`config.mk`:
```
export PLATFORM = sky130hd
export DESIGN_NAME = dmem_arbiter
export DESIGN_NICKNAME = d
export VERILOG_FILES = /design/src/rtl/dmem_arb_pkg.sv /design/src/rtl/rr_arbiter_2.sv /design/src/rtl/dmem_arbiter.sv
export SDC_FILE = /design/constraint.sdc
export NUM_CORES = 1
export LEC_CHECK = 0
export ABC_AREA = 1
export CORE_MARGIN = 1.5
export CORE_UTILIZATION = 37
export CTS_BUF_LIST = sky130_fd_sc_hd__clkbuf_4 sky130_fd_sc_hd__clkbuf_8
export DETAILED_ROUTE_END_ITERATION = 8
export PLACE_DENSITY = 0.95
export SLEW_MARGIN = 20
export SYNTH_ARGS = -nofsm -noshare
export SYNTH_HDL_FRONTEND = slang
export SYNTH_SLANG_ARGS = --single-unit
```
`constraint.sdc`:
```
create_clock -name clock -period 2.2 [get_ports clock]
set_clock_uncertainty 0.1 [all_clocks]
set_input_delay 0.44 -clock clock [delete_from_list [all_inputs] [get_ports clock]]
set_output_delay 0.44 -clock clock [all_outputs]
set_load 0.01 [all_outputs]
```
`src/rtl/dmem_arb_pkg.sv`:
```
// Shared types and constants for the dmem arbiter: default widths, port
// indices and the read-tag that follows each read through the memory latency.
package dmem_arb_pkg;

  localparam int ADDR_W = 12;
  localparam int DATA_W = 32;

  localparam logic PORT_PROC = 1'b0;
  localparam logic PORT_LOAD = 1'b1;

  typedef struct packed {
    logic valid;
    logic port;
  } rd_tag_t;

endpackage

```
`src/rtl/rr_arbiter_2.sv`:
```
// Two-way round-robin picker: a lone requester always wins, and on a tie
// the port that was not granted most recently wins.
module rr_arbiter_2 (
  input  logic [1:0] req,
  input  logic       last,
  output logic [1:0] gnt
);

  // NOTE: gnt gets a default before the case so no path leaves it unassigned,
  // which would otherwise infer a latch.
  always_comb begin
    gnt = 2'b00;
    case (req)
      2'b01:   gnt = 2'b01;
      2'b10:   gnt = 2'b10;
      2'b11:   gnt = last ? 2'b01 : 2'b10;
      default: gnt = 2'b00;
    endcase
  end

endmodule

```
`src/rtl/dmem_arbiter.sv`:
```
// Shares the single-port dmem between the processor (port 0) and the loader
// (port 1): one registered command per cycle, read data steered back by tag.
module dmem_arbiter #(
  parameter int ADDR_W = dmem_arb_pkg::ADDR_W,
  parameter int DATA_W = dmem_arb_pkg::DATA_W
) (
  input  logic              clock,
  input  logic              reset,
  input  logic              p0_req,
  input  logic              p0_we,
  input  logic [ADDR_W-1:0] p0_addr,
  input  logic [DATA_W-1:0] p0_wdata,
  output logic              p0_gnt,
  output logic              p0_rvalid,
  output logic [DATA_W-1:0] p0_rdata,
  input  logic              p1_req,
  input  logic              p1_we,
  input  logic [ADDR_W-1:0] p1_addr,
  input  logic [DATA_W-1:0] p1_wdata,
  output logic              p1_gnt,
  output logic              p1_rvalid,
  output logic [DATA_W-1:0] p1_rdata,
  output logic [ADDR_W-1:0] mem_address,
  output logic [DATA_W-1:0] mem_data,
  output logic              mem_wren,
  input  logic [DATA_W-1:0] mem_q
);

  import dmem_arb_pkg::*;

  logic [1:0]        req;
  logic [1:0]        gnt;
  logic              last;
  logic              granted;
  logic              sel;
  logic              sel_we;
  logic [ADDR_W-1:0] sel_addr;
  logic [DATA_W-1:0] sel_wdata;
  rd_tag_t           tag_q1;
  rd_tag_t           tag_q2;

  // Requests are masked during reset so no grant is ever issued then.
  assign req = {p1_req, p0_req} & {2{~reset}};

  rr_arbiter_2 u_rr (
    .req  (req),
    .last (last),
    .gnt  (gnt)
  );

  assign p0_gnt    = gnt[0];
  assign p1_gnt    = gnt[1];
  assign granted   = |gnt;
  assign sel       = gnt[1];
  assign sel_we    = sel ? p1_we    : p0_we;
  assign sel_addr  = sel ? p1_addr  : p0_addr;
  assign sel_wdata = sel ? p1_wdata : p0_wdata;

  // NOTE: state registers use non-blocking assignments so every flop samples
  // pre-edge values regardless of block ordering.
  always_ff @(posedge clock) begin
    if (reset) begin
      last <= PORT_LOAD;
    end else if (granted) begin
      last <= sel;
    end
  end

  always_ff @(posedge clock) begin
    if (reset) begin
      mem_address <= '0;
      mem_data    <= '0;
      mem_wren    <= 1'b0;
    end else begin
      mem_wren <= granted & sel_we;
      if (granted) begin
        mem_address <= sel_addr;
        mem_data    <= sel_wdata;
      end
    end
  end

  // NOTE: the tag stages are cleared on reset (unlike dmem itself) so a read
  // that was in flight when reset arrived never raises rvalid afterwards.
  always_ff @(posedge clock) begin
    if (reset) begin
      tag_q1 <= '0;
      tag_q2 <= '0;
    end else begin
      tag_q1 <= '{valid: granted & ~sel_we, port: sel};
      tag_q2 <= tag_q1;
    end
  end

  assign p0_rvalid = tag_q2.valid & (tag_q2.port == PORT_PROC);
  assign p1_rvalid = tag_q2.valid & (tag_q2.port == PORT_LOAD);
  assign p0_rdata  = p0_rvalid ? mem_q : '0;
  assign p1_rdata  = p1_rvalid ? mem_q : '0;

endmodule

```
==> reports/results.ini, run 1 <==
[status]
outcome = complete, no violations

[layout]
fin_area_sq_mm = 0.005637
final_util_pct = 69.30
diodes = 0
stdcell_count = 849
nets = 869
drive_above_1_share_pct = 4.704
area_growth_pct = 83.88

[pwr]
p_per_area_mw_per_mm2 = 429.3
ir_worst_vdd_uv = 244.4
finalPower_mw = 2.420
leakagePower_nw = 3.230

[yosys]
synthSimpleGateAreaFrac_pct = 36.49
synth_edf_count = 0
seq_area_frac_synth_pct = 32.65
syn-num-nets = 645
ys.warnings.count = 0
synth_async_sr_flop_share_pct = 0
synthCells = 519
synth.area.mux_share_pct = 0
yosysUniqueCellTypes = 17
synth_most_common_cell = inv_1
synth_common_cells = inv_1, nand2_1, nor2_1
synthXorXnorAreaFrac_pct = 0
synth_top_family_by_area = simple AND/OR/NAND/NOR gates
synth_compound_area_share_pct = 7.959
synth_area_leaders = dfxtp_1, inv_1, nand2_1, nand4_1, nor2_1
yosys_most_used_dff = dfxtp_1
avgSynthCellArea_sq_um = 5.906
yosys.area_share.adder_pct = 0
synth_area_sq_mm = 0.003065
synth_largest_area_cell = dfxtp_1
yosysTopAreaCellShare_pct = 32.65
synth-seq-cells = 50

[timing]
max_freq_mhz = 461.6
slew_headroom_pct = 66.61
tightest_slew_ns = 0.5008
setup_viol = 0
setup_slack_ns = 0.03339
slew_viol_final = 0
layout_min_cycle_time_ns = 2.167
hold_ws_ns = 0.3126
hold_viol = 0
rsz0062_at_grt = false
tns_ns = 0
min_period_over_period_pct = 98.48

[floorplanning]
fp.dieArea_sq_mm = 0.008840
die_h_microns = 94.02
rows = 33
core_area_sq_mm = 0.008134
io_pins = 239
start_util_pct = 37.69
die_x_microns = 94.02

[global_routing]
grt_pass1_vias = 3845
grt_overflow = 0
grt_max_degree = 47
grt_antenna_before_repair = 0
grt_use_total_pct = 25.85
grt_pass1_wl_mm = 17.96

[clocking]
numCtsBuffers = 5
cts_root_buf = clkbuf_8
clk_latency_ns = 0.29
cts_setup_buffers = 0
ctsResizeCount = 38
cts_tree = built
clock-sinks = 50
path_clk_slew_ns = 0.08
htree_num_levels = 2
clock_path_buffers = 2
holdBufCountCts = 0

[worst_setup_path]
cp_max_fo = 2
start_kind = input port
crit_required_ns = 1.66
crit_arrival_ns = 1.63
cp-end-kind = primary output
crit_type = input port to primary output

[placement]
placedCellCount = 841
gp_congestion = 0.8214
place_ws_ns = -0.1314
post-dp-hpwl_mm = 9.425
placed_area_sq_mm = 0.005523
io_buffers = 238

[detailed_routing]
ant_nets = 0
wl_per_cell_microns = 14.34
wl_mm = 12.18
drt_iter0_markers = 126
viasPerCell = 4.940
drcViolationCount = 0
firstDrtPassIters = 5
dr_total_vias = 4194

[worst_hold_path]
hold_class = register to register

[job]
max_cap_viol_count = 0

[cells in the final DEF, fill, tap and decap left out, types with 14 or more instances in the layout]
| master | netlist | layout |
|---|---|---|
| dlygate4sd2_1 | 0 | 36 |
| inv_1 | 130 | 129 |
| nand3_1 | 44 | 44 |
| nand2_1 | 91 | 91 |
| a21oi_1 | 46 | 46 |
| buf_4 | 1 | 14 |
| clkdlybuf4s50_1 | 0 | 181 |
| nand4_1 | 44 | 44 |
| dlymetal6s2s_1 | 0 | 19 |
| dfxtp_1 | 50 | 50 |
| nor2_1 | 69 | 68 |
[logic make-up (layout without fill, tap and decap cells)]
logic type | count (synthesis) | in the layout
simple gates | 251 | 251
buf+inv | 170 | 395
flops | 50 | 50
compound gates | 48 | 48
[final timing paths]
kind              slack (ns)  cells past startpoint                           end            startpoint
setup / recovery        0.03                      4                   p1_rdata[6]              mem_q[6]
hold / removal          0.31                      2          tag_q2[1]$_SDFF_PP0_  tag_q1[1]$_SDFF_PP0_
setup reg to reg        0.73                      7  mem_address[10]$_SDFFE_PP0P_     last$_SDFFE_PP1P_
hold reg to reg         0.31                      2          tag_q2[1]$_SDFF_PP0_  tag_q1[1]$_SDFF_PP0_
[registers in the layout, summed over array words and instances (netlist names)]
signal,count
mem_address,12
last,1
mem_wren,1
tag_q2,2
mem_data,32
tag_q1,2
[per-layer routing]
layer  vias up  wire [microns]  global-route usage, %
li1       2021               -                      -
met1      1890            4262                  25.78
met2       239            6222                  49.70
met3        44            1110                  5.825
met4         0             583                  12.69
met5         -               0                      0
[area by class of cell]
cell class | instances | area [sq um]
timing repair buffer | 255 | 2531
fill | 647 | 2497
multi-input combinational | 299 | 1373
sequential | 50 | 1001
inverter | 132 | 495.5
tap | 105 | 131.4
clock buffer | 7 | 96.34
clock inverter | 1 | 8.758
[power by group]
group          total [mW]  switching, mW  internal [mW]  leakage, nW
Sequential           1.01         0.0346          0.977        0.415
Combinational       0.812          0.368          0.444         2.76
Clock               0.596          0.307          0.289       0.0544
Total                2.42          0.710           1.71         3.23
[critical path, stage by stage]
cell	delay (ns)
clkdlybuf4s50_1	0.47
inv_1	0.07
nor2_1	0.10
clkdlybuf4s50_1	0.54
No activity file was read; power rests on OpenSTA's default activity.
==> run 2: changes to the inputs <==
--- a/config.mk
+++ b/config.mk
@@ -6,11 +6,11 @@
 export NUM_CORES = 1
 export LEC_CHECK = 0
 export ABC_AREA = 1
-export CORE_MARGIN = 1.5
 export CORE_UTILIZATION = 37
 export CTS_BUF_LIST = sky130_fd_sc_hd__clkbuf_4 sky130_fd_sc_hd__clkbuf_8
 export DETAILED_ROUTE_END_ITERATION = 8
 export PLACE_DENSITY = 0.95
+export REMOVE_ABC_BUFFERS = 1
 export SLEW_MARGIN = 20
 export SYNTH_ARGS = -nofsm -noshare
 export SYNTH_HDL_FRONTEND = slang
==> reports/results.ini, run 2 (synthesis results as in run 1) <==
[status]
outcome = complete, no violations

[layout]
final_cell_mix = clkdlybuf4s50_1, inv_1, nand2_1, nor2_1, dfxtp_1
area_growth_pct = 83.84
final_common_cell = clkdlybuf4s50_1
stdcell_count = 846
drive_above_1_share_pct = 4.313
fill_cells = 663
largest_reg_flops = 32
multi_input_area_sq_mm = 0.001373
top_regs = mem_data (32), mem_address (12)
nets = 867
max_flop_register = mem_data
final_util_pct = 71.45
regArea_sq_mm = 0.001001

[clocking]
cts_tree = built
cts_root_buf = clkbuf_8
clock-sinks = 50
ctsResizeCount = 40
htree_num_levels = 2
holdBufCountCts = 0
clk_latency_ns = 0.30
cts_setup_buffers = 0
numCtsBuffers = 5
clock_path_buffers = 2
path_clk_slew_ns = 0.10

[worst_setup_path]
crit_required_ns = 1.66
path_buf_inv = 3
crit_path_frequent_cell = clkdlybuf4s50_1
cp_cell_sequence = clkdlybuf4s50_1 -> inv_1 -> nor2_1 -> clkdlybuf4s50_1
cp_max_fo = 2
crit_arrival_ns = 1.63
critPathSlowestCell = clkdlybuf4s50_1
crit_type = input port to primary output
max_stage_delay_ns = 0.55
start_kind = input port
cp-end-kind = primary output
critPathTopFamily = buffers and inverters

[global_routing]
grt_pass1_vias = 4026
grt_use_total_pct = 28.80
grt_antenna_before_repair = 2
grt_max_degree = 47
grt_overflow = 0
grt_pass1_wl_mm = 19.42

[placement]
placedCellCount = 836
io_buffers = 238
post-dp-hpwl_mm = 9.844
gp_congestion = 0.8651

[floorplanning]
die_x_microns = 93.02
start_util_pct = 38.86
fp.dieArea_sq_mm = 0.008653
io_pins = 239
core_area_sq_mm = 0.007888
die_h_microns = 93.02
rows = 32

[timing]
setup_viol = 0
min_period_over_period_pct = 98.80
tns_ns = 0
hold_viol = 0
max_freq_mhz = 460.1
slew_viol_final = 0
tightest_slew_ns = 0.5047
layout_min_cycle_time_ns = 2.174
slew_headroom_pct = 66.36

[worst_hold_path]
hold_class = input port to register

[detailed_routing]
firstDrtPassIters = 5
wl_mm = 12.67
ant_nets = 0
wl_per_cell_microns = 14.97
dr_total_vias = 4119
viasPerCell = 4.869
drcViolationCount = 0
drt_iter0_markers = 191

[job]
max_cap_viol_count = 0

[pwr]
ir_worst_vdd_uv = 354.0
p_per_area_mw_per_mm2 = 428.9
leakagePower_nw = 3.295

[run 2: cell count changes in the layout (fill, tap and decap cells not counted), sizes merged]
cell	before	now
clkdlybuf4s50	181	175
dlygate4sd2	36	39
dlymetal6s2s	19	22
buf	19	17
diode	0	2
[run 2: area by class of cell]
type / count / share of cell area [%]
clock buffers: 7 / 1.710
flip-flops and latches: 50 / 17.76
clock inverters: 1 / 0.1554
multi-input cells: 299 / 24.36
diodes: 2 / 0.08881
inverters: 132 / 8.792
repair buffers: 253 / 44.87
well taps: 102 / 2.265
[run 2: metrics by stage]
step	power (mW)	instance area, sq um	hold slack (ns)	setup WS [ns]
after floorplan	1.320	2859	0.2883	-0.1526
after global placement	1.824	5517	0.2941	-0.08499
after detailed placement	1.852	5517	0.3005	-0.1216
after CTS	2.433	5575	0.3005	0.0008802
after global routing	2.547	5635	0.3179	-0.01272
final	2.417	5635	0.3093	0.02633
[run 2: final timing paths]
kind / startpoint / slack (ns) / to / cells after the start
max: mem_q[4] / 0.03 / p1_rdata[4] / 4
min: reset / 0.31 / last$_SDFFE_PP1P_ / 3
max reg2reg: last$_SDFFE_PP1P_ / 0.77 / mem_address[10]$_SDFFE_PP0P_ / 7
min reg2reg: tag_q1[0]$_SDFF_PP0_ / 0.31 / tag_q2[0]$_SDFF_PP0_ / 2
[run 2: worst min-delay path: stages]
cell     delay [ns]
buf_2          0.13
a21oi_1        0.06
o21ai_0        0.06
[run 2: metal layers]
layer  track usage, %  vias up  share of wire (%)  routed length (microns)
met5                0        -                  0                        0
li1                 -     2019                  -                        -
met2            53.98      211                 51                     6429
met3            8.374       36                9.0                     1140
met1            28.28     1853                 35                     4477
met4            15.38        0                4.9                      619
[run 2: power by group]
| group | total (mW) | switching (mW) | internal [mW] |
|---|---|---|---|
| registers | 1.01 | 0.0355 | 0.977 |
| logic | 0.809 | 0.368 | 0.441 |
| clock network | 0.595 | 0.307 | 0.289 |
| total | 2.42 | 0.711 | 1.71 |
==> RTL change (flow settings as in run 2) <==
Reset style: asynchronous (`reset`), changed in 3 clocked blocks.
--- a/src/rtl/dmem_arbiter.sv
+++ b/src/rtl/dmem_arbiter.sv
@@ -58,7 +58,7 @@
 
   // NOTE: state registers use non-blocking assignments so every flop samples
   // pre-edge values regardless of block ordering.
-  always_ff @(posedge clock) begin
+  always_ff @(posedge clock or posedge reset) begin
     if (reset) begin
       last <= PORT_LOAD;
     end else if (granted) begin
@@ -66,7 +66,7 @@
     end
   end
 
-  always_ff @(posedge clock) begin
+  always_ff @(posedge clock or posedge reset) begin
     if (reset) begin
       mem_address <= '0;
       mem_data    <= '0;
@@ -82,7 +82,7 @@
 
   // NOTE: the tag stages are cleared on reset (unlike dmem itself) so a read
   // that was in flight when reset arrived never raises rvalid afterwards.
-  always_ff @(posedge clock) begin
+  always_ff @(posedge clock or posedge reset) begin
     if (reset) begin
       tag_q1 <= '0;
       tag_q2 <= '0;
Behaviour: differs if reset is asserted again (counterexample within 4 cycles, from zero or initial values and one cycle with reset high); with reset held inactive, the same outputs for 10 cycles.
==> RTL change against run 2 <==
Hold slack got worse by 52 ps. Total power increased by 9.9%. Register-to-register slack got worse by 210 ps. Highest routed layer unchanged. Area after synthesis increased by 1.7%. Sequential cell count unchanged. Design area increased by 1.3%. Critical path depth increased by 1. Largest cell class unchanged. Global-route usage decreased by 4.5 points. Utilization decreased by 1.6 points. Critical path type is now reg2out. Wire length decreased by 12%. Setup slack improved by 78 ps.
==> RTL change: results (changes against run 2) <==
outcome - completed
Final ANT Viol Nets - 0 (unchanged)
first-pass GRT wire length - 16700 um (-14%)
Combinational Power Share - 37.6% (+4.1 points)
WL per Instance - 13.9 um (-6.9%)
# Post-CTS Setup Buffers - 0 (unchanged)
sequential cell area fraction in the yosys report - 40.2% (+7.5 points)
count of different cell masters after synthesis - 19 (+2)
RePlAce Congestion - 0.781 (-9.7%)
Slowest-stage cell, CP - dfrtp_1
Detailed Routing Iterations Pass 1 - 8 (+3)
vias in the first global route - 3583 (-11%)
PnR Total Power - 2660 uW (+9.9%)
Syn Area/Cell - 6.73 um2 (+14%)
clock latency on the worst-skew pair - 290 ps
Final #Nets - 818 (-5.7%)
top flop regs - mem_data x32, mem_address x12
Reg power frac - 41.8% (about the same)
Placed Cells - 790 (-5.5%)
CP Data Arrival Time - 1560 ps (-70 ps)
switching power - 803 uW (+13%)
Post-route DRC - 0 (unchanged)
Synth warnings - 0 (unchanged)
LEAKAGE - 0.00350 uW (+6.1%)
Longest Clk Path Bufs - 2 (unchanged)
initial DRC count - 114 (-40%)
cts bufs inserted - 5 (unchanged)
Post-synth ARST share - 100% (+100 points)
Slew HR - 50.1% (-16 points)
worst min path class - reg2reg
clock tree root buffer cell - clkbuf_8
Vias/cell - 4.73 (-2.9%)
GR Util All Layers - 24.3% (-4.5 points)
final WL - 11100 um (-12%)
Synth Flop Type - dfrtp_1
CP Max Fanout - 31 (+29)
dominant cells by area after synthesis - dfrtp_1, nand2_1, nand3b_1
Max stage delay on crit path - 410 ps (-140 ps)
initial antenna violation count - 0 (-2)
Reg clk slew, reported paths - 90 ps
pin count of the biggest net entering global routing - 49 (+4.3%)
cts repair resizes - 42 (+5.0%)
port buffer count - 238 (unchanged)
n_diodes - 0 (-2)
fraction of layout instances using a drive strength above 1 - 4.47% (+0.16 points)
Setup WS pre-CTS - -87.0 ps (+34.6 ps)
dpl hpwl - 8520 um (-13%)
Max VDD drop - 0.256 mV (-28%)
Remaining Overflow, GRT - 0 (unchanged)
total number of H-tree levels - 2 (unchanged)
synth cell count leaders - nand2_1, inv_1, nor2_1
## RTL change: cell count changes after synthesis, moves of 11 or more
cell / run 2 / this run
dfxtp_1: 50 / 0
dfrtp_1: 0 / 49
inv_1: 130 / 81
nand2_1: 91 / 140
a21oi_1: 46 / 1
nand4_1: 44 / 0
nand3b_1: 0 / 43
buf_2: 18 / 7
## RTL change: layout make-up
class	count	area, um2
clock buffer	6	82.6
sequential	50	1250
tap	105	131
timing repair buffer	250	2530
inverter	84	315
clock inverter	2	12.5
multi-input combinational	301	1380
fill	619	2470
## RTL change: per-layer routing
metal  track usage [%]  vias up  routed length, um
li1                  -     1834                  -
met1              25.4     1721               4080
met2              46.2      186               5810
met3              5.58       30                853
met4              10.0        0                384
met5                 0        -                  0
## RTL change: kinds of logic after synthesis
| logic type | Yosys count | synth area share (%) |
|---|---|---|
| simple gates | 297 | 43.2 |
| buf+inv | 112 | 15.8 |
| flops | 50 | 40.2 |
| compound gates | 4 | 0.762 |
## RTL change: worst max-delay path: cells and delay by family, from the launching register on
family	cells	cell delay, ps
and+or+nand+nor	2	290
buffers and inverters	3	560
DFF	1	410
## RTL change: final timing paths
check | start | endpoint | slack (ps) | cells after the start
max in group asynchronous | reset | mem_data[7] | 1040 | 4
max | tag_q2[0] | p0_rdata[27] | 100 | 5
max reg2reg | last | mem_data[27] | 560 | 6
min | tag_q1[1] | tag_q2[1] | 260 | 0
min reg2reg | tag_q1[1] | tag_q2[1] | 260 | 0
min in group asynchronous | reset | mem_address[2] | 540 | 3
## RTL change: metrics by stage
stage                     area [um2]  hold slack, ps  utilization, %
after global routing            5710             261            69.8
after CTS                       5640             262            69.0
after global placement          5590             231            68.4
after floorplan                 2940             231               -
after detailed placement        5590             241            68.4
final                           5710             258            69.8
